### src/rtl/rr_decoder_arbiter.sv
// rtl/rr_decoder_arbiter.sv - four-requester round-robin arbiter with bounded hold
// Produces a registered grant index for a 2-to-4 decoder plus a gated one-hot grant.
module rr_decoder_arbiter #(
  parameter int HOLD_MAX = 8
) (
  input  logic       clk,
  input  logic       rst_n,
  input  logic [3:0] req,
  output logic [1:0] gnt_idx,
  output logic [3:0] grant,
  output logic       gnt_valid
);

  localparam int CW = $clog2(HOLD_MAX + 1);
  localparam logic [CW-1:0] HOLD_MAX_C = CW'(HOLD_MAX);
  localparam logic [CW-1:0] ONE_C      = CW'(1);

  typedef enum logic {IDLE, GRANT} state_t;

  state_t          state_q, state_d;
  logic [1:0]      gnt_idx_q, gnt_idx_d;
  logic [1:0]      last_q, last_d;
  logic [CW-1:0]   hold_cnt_q, hold_cnt_d;
  logic [3:0]      others;
  logic [1:0]      pick_idx;

  // Scan base+1, base+2, ... so base itself is considered last.
  function automatic logic [1:0] rr_pick(input logic [3:0] s, input logic [1:0] base);
    logic [1:0] r;
    logic [1:0] idx;
    logic       found;
    r     = base;
    found = 1'b0;
    for (int i = 1; i <= 4; i++) begin
      idx = base + 2'(i);
      if (!found && s[idx]) begin
        r     = idx;
        found = 1'b1;
      end
    end
    return r;
  endfunction

  always_comb begin
    state_d    = state_q;
    gnt_idx_d  = gnt_idx_q;
    last_d     = last_q;
    hold_cnt_d = hold_cnt_q;
    others     = req & ~(4'b0001 << gnt_idx_q);
    pick_idx   = 2'd0;
    case (state_q)
      IDLE: begin
        if (|req) begin
          pick_idx   = rr_pick(req, last_q);
          state_d    = GRANT;
          gnt_idx_d  = pick_idx;
          last_d     = pick_idx;
          hold_cnt_d = ONE_C;
        end
      end
      GRANT: begin
        if (!req[gnt_idx_q]) begin
          if (|others) begin
            pick_idx   = rr_pick(others, gnt_idx_q);
            gnt_idx_d  = pick_idx;
            last_d     = pick_idx;
            hold_cnt_d = ONE_C;
          end else begin
            state_d    = IDLE;
            hold_cnt_d = '0;
          end
        end else if (hold_cnt_q == HOLD_MAX_C && |others) begin
          pick_idx   = rr_pick(others, gnt_idx_q);
          gnt_idx_d  = pick_idx;
          last_d     = pick_idx;
          hold_cnt_d = ONE_C;
        end else if (hold_cnt_q != HOLD_MAX_C) begin
          hold_cnt_d = hold_cnt_q + ONE_C;
        end
      end
      default: state_d = IDLE;
    endcase
  end

  always_ff @(posedge clk) begin
    if (!rst_n) begin
      state_q    <= IDLE;
      gnt_idx_q  <= 2'd0;
      last_q     <= 2'd3;
      hold_cnt_q <= '0;
    end else begin
      state_q    <= state_d;
      gnt_idx_q  <= gnt_idx_d;
      last_q     <= last_d;
      hold_cnt_q <= hold_cnt_d;
    end
  end

  assign gnt_idx   = gnt_idx_q;
  assign gnt_valid = (state_q == GRANT);
  assign grant     = gnt_valid ? (4'b0001 << gnt_idx_q) : 4'b0000;

endmodule

### config.mk
export PLATFORM = sky130hd
export DESIGN_NAME = rr_decoder_arbiter
export DESIGN_NICKNAME = d
export VERILOG_FILES = /design/src/rtl/rr_decoder_arbiter.sv
export SDC_FILE = /design/constraint.sdc
export NUM_CORES = 1
export LEC_CHECK = 0
export CAP_MARGIN = 20
export CORE_MARGIN = 2
export CORE_UTILIZATION = 51
export DETAILED_ROUTE_END_ITERATION = 7
export HOLD_SLACK_MARGIN = 0.15
export PLACE_DENSITY = 0.79
export SLEW_MARGIN = 25
export SYNTH_ARGS = -nofsm -noshare
export SYNTH_HDL_FRONTEND = slang
export SYNTH_SLANG_ARGS = --single-unit
### constraint.sdc
create_clock -name clk -period 2.3 [get_ports clk]
set_input_delay 0.345 -clock clk [delete_from_list [all_inputs] [get_ports clk]]
set_output_delay 0.345 -clock clk [all_outputs]
set_load 0.01 [all_outputs]
==> flow_metrics.env <==
export IMPL_hold_viol=0
export IMPL_crit_type="reg2reg"
export IMPL_reg2reg_slack_ns=0.16
export IMPL_drive_above_1_share_pct=18.7
export IMPL_grt_total_usage_pct=23.6
export IMPL_outcome="completed"
export IMPL_antenna_found_initial=0
export IMPL_timing_max_cap_violations=0
export IMPL_start_kind="flop"
export IMPL_power_leakage_nw=0.433
export IMPL_io_pins=13
export IMPL_fin_skew_ns=0.00222
export IMPL_r2r_cells=7
export IMPL_post_route_period_util_pct=93.0
export IMPL_syn_avg_cell_area_sq_um=8.07
export IMPL_clockBufferDepth=2
export IMPL_diodes=0
export IMPL_htreeDepth=1
export IMPL_dr_pass1_iters=5
export IMPL_syn_inst=98
export IMPL_setup_viol=0
export IMPL_cp_data_arrival_time_ns=2.34
export IMPL_power_density_nw_per_um2=812
export IMPL_area_delta_synth_final_pct=30.1
export IMPL_vias=798
export IMPL_cp_slowest_cell="mux4_2"
export IMPL_ant_nets=0
export IMPL_max_freq_mhz=467
export IMPL_path_cells="ha_1 -> and2b_1 -> mux4_2 -> a32oi_2 -> xnor2_1 -> a211o_1 -> a21oi_2"
export IMPL_hold_path_class="reg2reg"
export IMPL_cts_tree="built"
export IMPL_vias_per_cell=5.74
export IMPL_drt_iter0_markers=20
export IMPL_nets=136
export IMPL_slew_violations=0
export IMPL_dp_hpwl_mm=1.49
export IMPL_dpl_cell_count=135
export IMPL_ys_seq_area_share_pct=22.8
export IMPL_start_util_pct=53.7
export IMPL_critPathMaxFanout=5
export IMPL_slowest_delay_ns=0.48
export IMPL_min_from="last_q[0]$_SDFFE_PN1P_"
export IMPL_place_gp_congestion=0.803
export IMPL_postLayoutCellArea_sq_um=1030
export IMPL_rsz0062_at_grt="no"
export IMPL_die_w_microns=43.4
export IMPL_place_area_sq_um=998
export IMPL_core_sq_um=1470
export IMPL_syn_nets=110
export IMPL_clkTransAtPathRegs_ns=0.06
export IMPL_worstReg2RegStart="gnt_idx[1]$_SDFFE_PN0P_"
export IMPL_grt_pass1_vias=687
export IMPL_design_die_area_sq_um=1880
export IMPL_timing_setup_tns_ns=0
export IMPL_layout_cells_non_filler=139
export IMPL_rr_endpoint="gnt_idx[0]$_SDFFE_PN0P_"
export IMPL_whs_path_depth=2
export IMPL_cts_sinks=9
export IMPL_worst_hold_slack_ns=0.482
export IMPL_synth_cell_type_count=38
export IMPL_die_h_microns=43.4
export IMPL_required_ns=2.50
export IMPL_io_buffers=12
export IMPL_wl_per_cell_microns=13.7
export IMPL_yosys_register_bits=9
export IMPL_grt_overflow=0
export IMPL_slew_headroom_pct=74.0
export IMPL_hold_path_endpoint="last_q[0]$_SDFFE_PN1P_"
export IMPL_post_cts_buffers=0
export IMPL_grt_max_degree=10
export IMPL_yosys_warnings=0
export IMPL_pre_cts_slack_ns=-0.00229
export IMPL_setup_ws_ns=0.160
export IMPL_finalCriticalPeriod_ns=2.14
export IMPL_clk_latency_ns=0.26
export IMPL_grt_pass1_wl_mm=3.27
export IMPL_drc_errors=0
export IMPL_tightest_slew_ns=0.386
export IMPL_rows=14
export IMPL_cts_root_buf="clkbuf_4"
export IMPL_drt_total_wl_mm=1.91
export IMPL_irDropWorstVdd_mv=0.477
export IMPL_syn_cell_area_sq_um=791
export IMPL_numCtsBuffers=3
export IMPL_fill_cells=124
export IMPL_worst_setup_path_end_kind="flop"
[area by class of cell]
class / count / area (sq um) / area share [%]
inverters: 8 / 30.0 / 2.92
multi-input cells: 79 / 568 / 55.2
flip-flops and latches: 9 / 181 / 17.6
clock buffers: 4 / 26.3 / 2.55
repair buffers: 23 / 203 / 19.7
well taps: 16 / 20.0 / 1.95
[layout by cell type, fill, tap and decap left out, drive strengths merged, types with 2 or more instances in the layout]
| cell type | synthesis | layout |
|---|---|---|
| nor2 | 4 | 4 |
| or2 | 3 | 3 |
| mux4 | 2 | 2 |
| clkdlybuf4s50 | 0 | 12 |
| clkbuf | 1 | 4 |
| nor2b | 4 | 4 |
| nand2 | 7 | 7 |
| mux2i | 2 | 2 |
| o211a | 2 | 2 |
| and2b | 2 | 2 |
| a21oi | 8 | 8 |
| inv | 8 | 8 |
| and2 | 4 | 4 |
| dfxtp | 9 | 9 |
| nand2b | 2 | 2 |
| buf | 1 | 11 |
| nor3 | 6 | 6 |
| a31oi | 3 | 3 |
| nand3 | 4 | 4 |
| ha | 6 | 6 |
| o21ai | 5 | 5 |
[power by group]
part | switching, mW | internal (mW)
sequential | 0.0402 | 0.186
clock | 0.0558 | 0.0669
combinational | 0.238 | 0.247
total | 0.334 | 0.500
[worst max-delay path by stage]
stage / from / to / slack [ns] / cells after the start
5_1_grt: gnt_idx[0]$_SDFFE_PN0P_ / gnt_idx[0]$_SDFFE_PN0P_ / 0.03 / 8
3_5_place_dp: req[2] / gnt_idx[0]$_SDFFE_PN0P_ / -0.002 / 7
6_report: gnt_idx[1]$_SDFFE_PN0P_ / gnt_idx[0]$_SDFFE_PN0P_ / 0.16 / 7
3_3_place_gp: req[2] / gnt_idx[0]$_SDFFE_PN0P_ / 0.07 / 7
2_1_floorplan: gnt_idx[0]$_SDFFE_PN0P_ / gnt_idx[0]$_SDFFE_PN0P_ / 0.17 / 9
4_1_cts: gnt_idx[0]$_SDFFE_PN0P_ / gnt_idx[0]$_SDFFE_PN0P_ / 0.09 / 7
[registers in the layout (all words and copies together) (netlist names)]
signal      count
gnt_idx         2
hold_cnt_q      4
gnt_valid       1
last_q          2
[metrics by stage]
step | power, mW | utilization, %
after detailed placement | 0.705 | 67.9
after global routing | 0.905 | 69.9
after CTS | 0.833 | 69.6
final | 0.835 | 69.9
after global placement | 0.691 | 67.9
after floorplan | 0.540 | -
[worst max-delay path, delay by kind of cell, from the launching register on]
kind / cells / cell delay (ns)
AOI/OAI and AO/OA: 3 / 0.64
xor gates and xnor gates: 1 / 0.10
adders and majority gates: 1 / 0.20
DFF: 1 / 0.42
muxes: 1 / 0.48
and+or+nand+nor: 1 / 0.23
[kinds of logic after synthesis]
kind of cell | after synthesis | share of synthesized area (%)
buf+inv | 10 | 5.70
flops | 9 | 22.8
simple gates | 40 | 27.4
mux | 4 | 8.70
xor+xnor | 2 | 2.22
compound gates | 27 | 23.7
fa+ha+maj | 6 | 9.49
[cells in the mapped netlist]
master	instances	area (sq um)
nor3_1	6	30.0
o22ai_1	1	6.26
nand2b_1	2	12.5
clkbuf_1	1	3.75
xnor2_1	1	8.76
a211o_1	1	8.76
nand2_1	7	26.3
a21oi_1	7	35.0
a211oi_1	1	7.51
and4b_1	1	10.0
nand3_1	4	20.0
a311oi_1	1	8.76
a221oi_1	1	8.76
a21oi_2	1	8.76
xor2_1	1	8.76
ha_1	6	75.1
mux4_2	1	22.5
nand4_1	1	6.26
a31oi_1	3	18.8
o31ai_1	1	7.51
a32oi_2	1	16.3
a41oi_1	1	8.76
nor4_1	1	6.26
nor2b_1	4	25.0
inv_2	1	3.75
mux2i_1	2	20.0
mux4_1	1	26.3
and2b_1	2	15.0
dfxtp_1	9	180
or3_1	1	6.26
and2_1	4	25.0
buf_6	1	11.3
o211a_1	2	20.0
inv_1	7	26.3
o21ai_0	5	25.0
a22oi_1	1	7.51
nor2_1	4	15.0
or2_2	3	18.8
[timing repair]
action | in CTS | in global routing
gates resized for setup | 0 | 2
hold buffers | 0 | 0
endpoints found under the setup margin | 0 | 3
[routing by layer]
metal / track usage [%] / wire, microns / up-vias / part of all wire (%)
li1: - / - / 415 / -
met1: 36.6 / 953 / 375 / 50
met2: 32.5 / 895 / 8 / 47
met3: 7.50 / 58 / 0 / 3.0
met4: 3.64 / 0 / 0 / 0
met5: 0 / 0 / - / 0
Power figures use the tool's default switching activity.
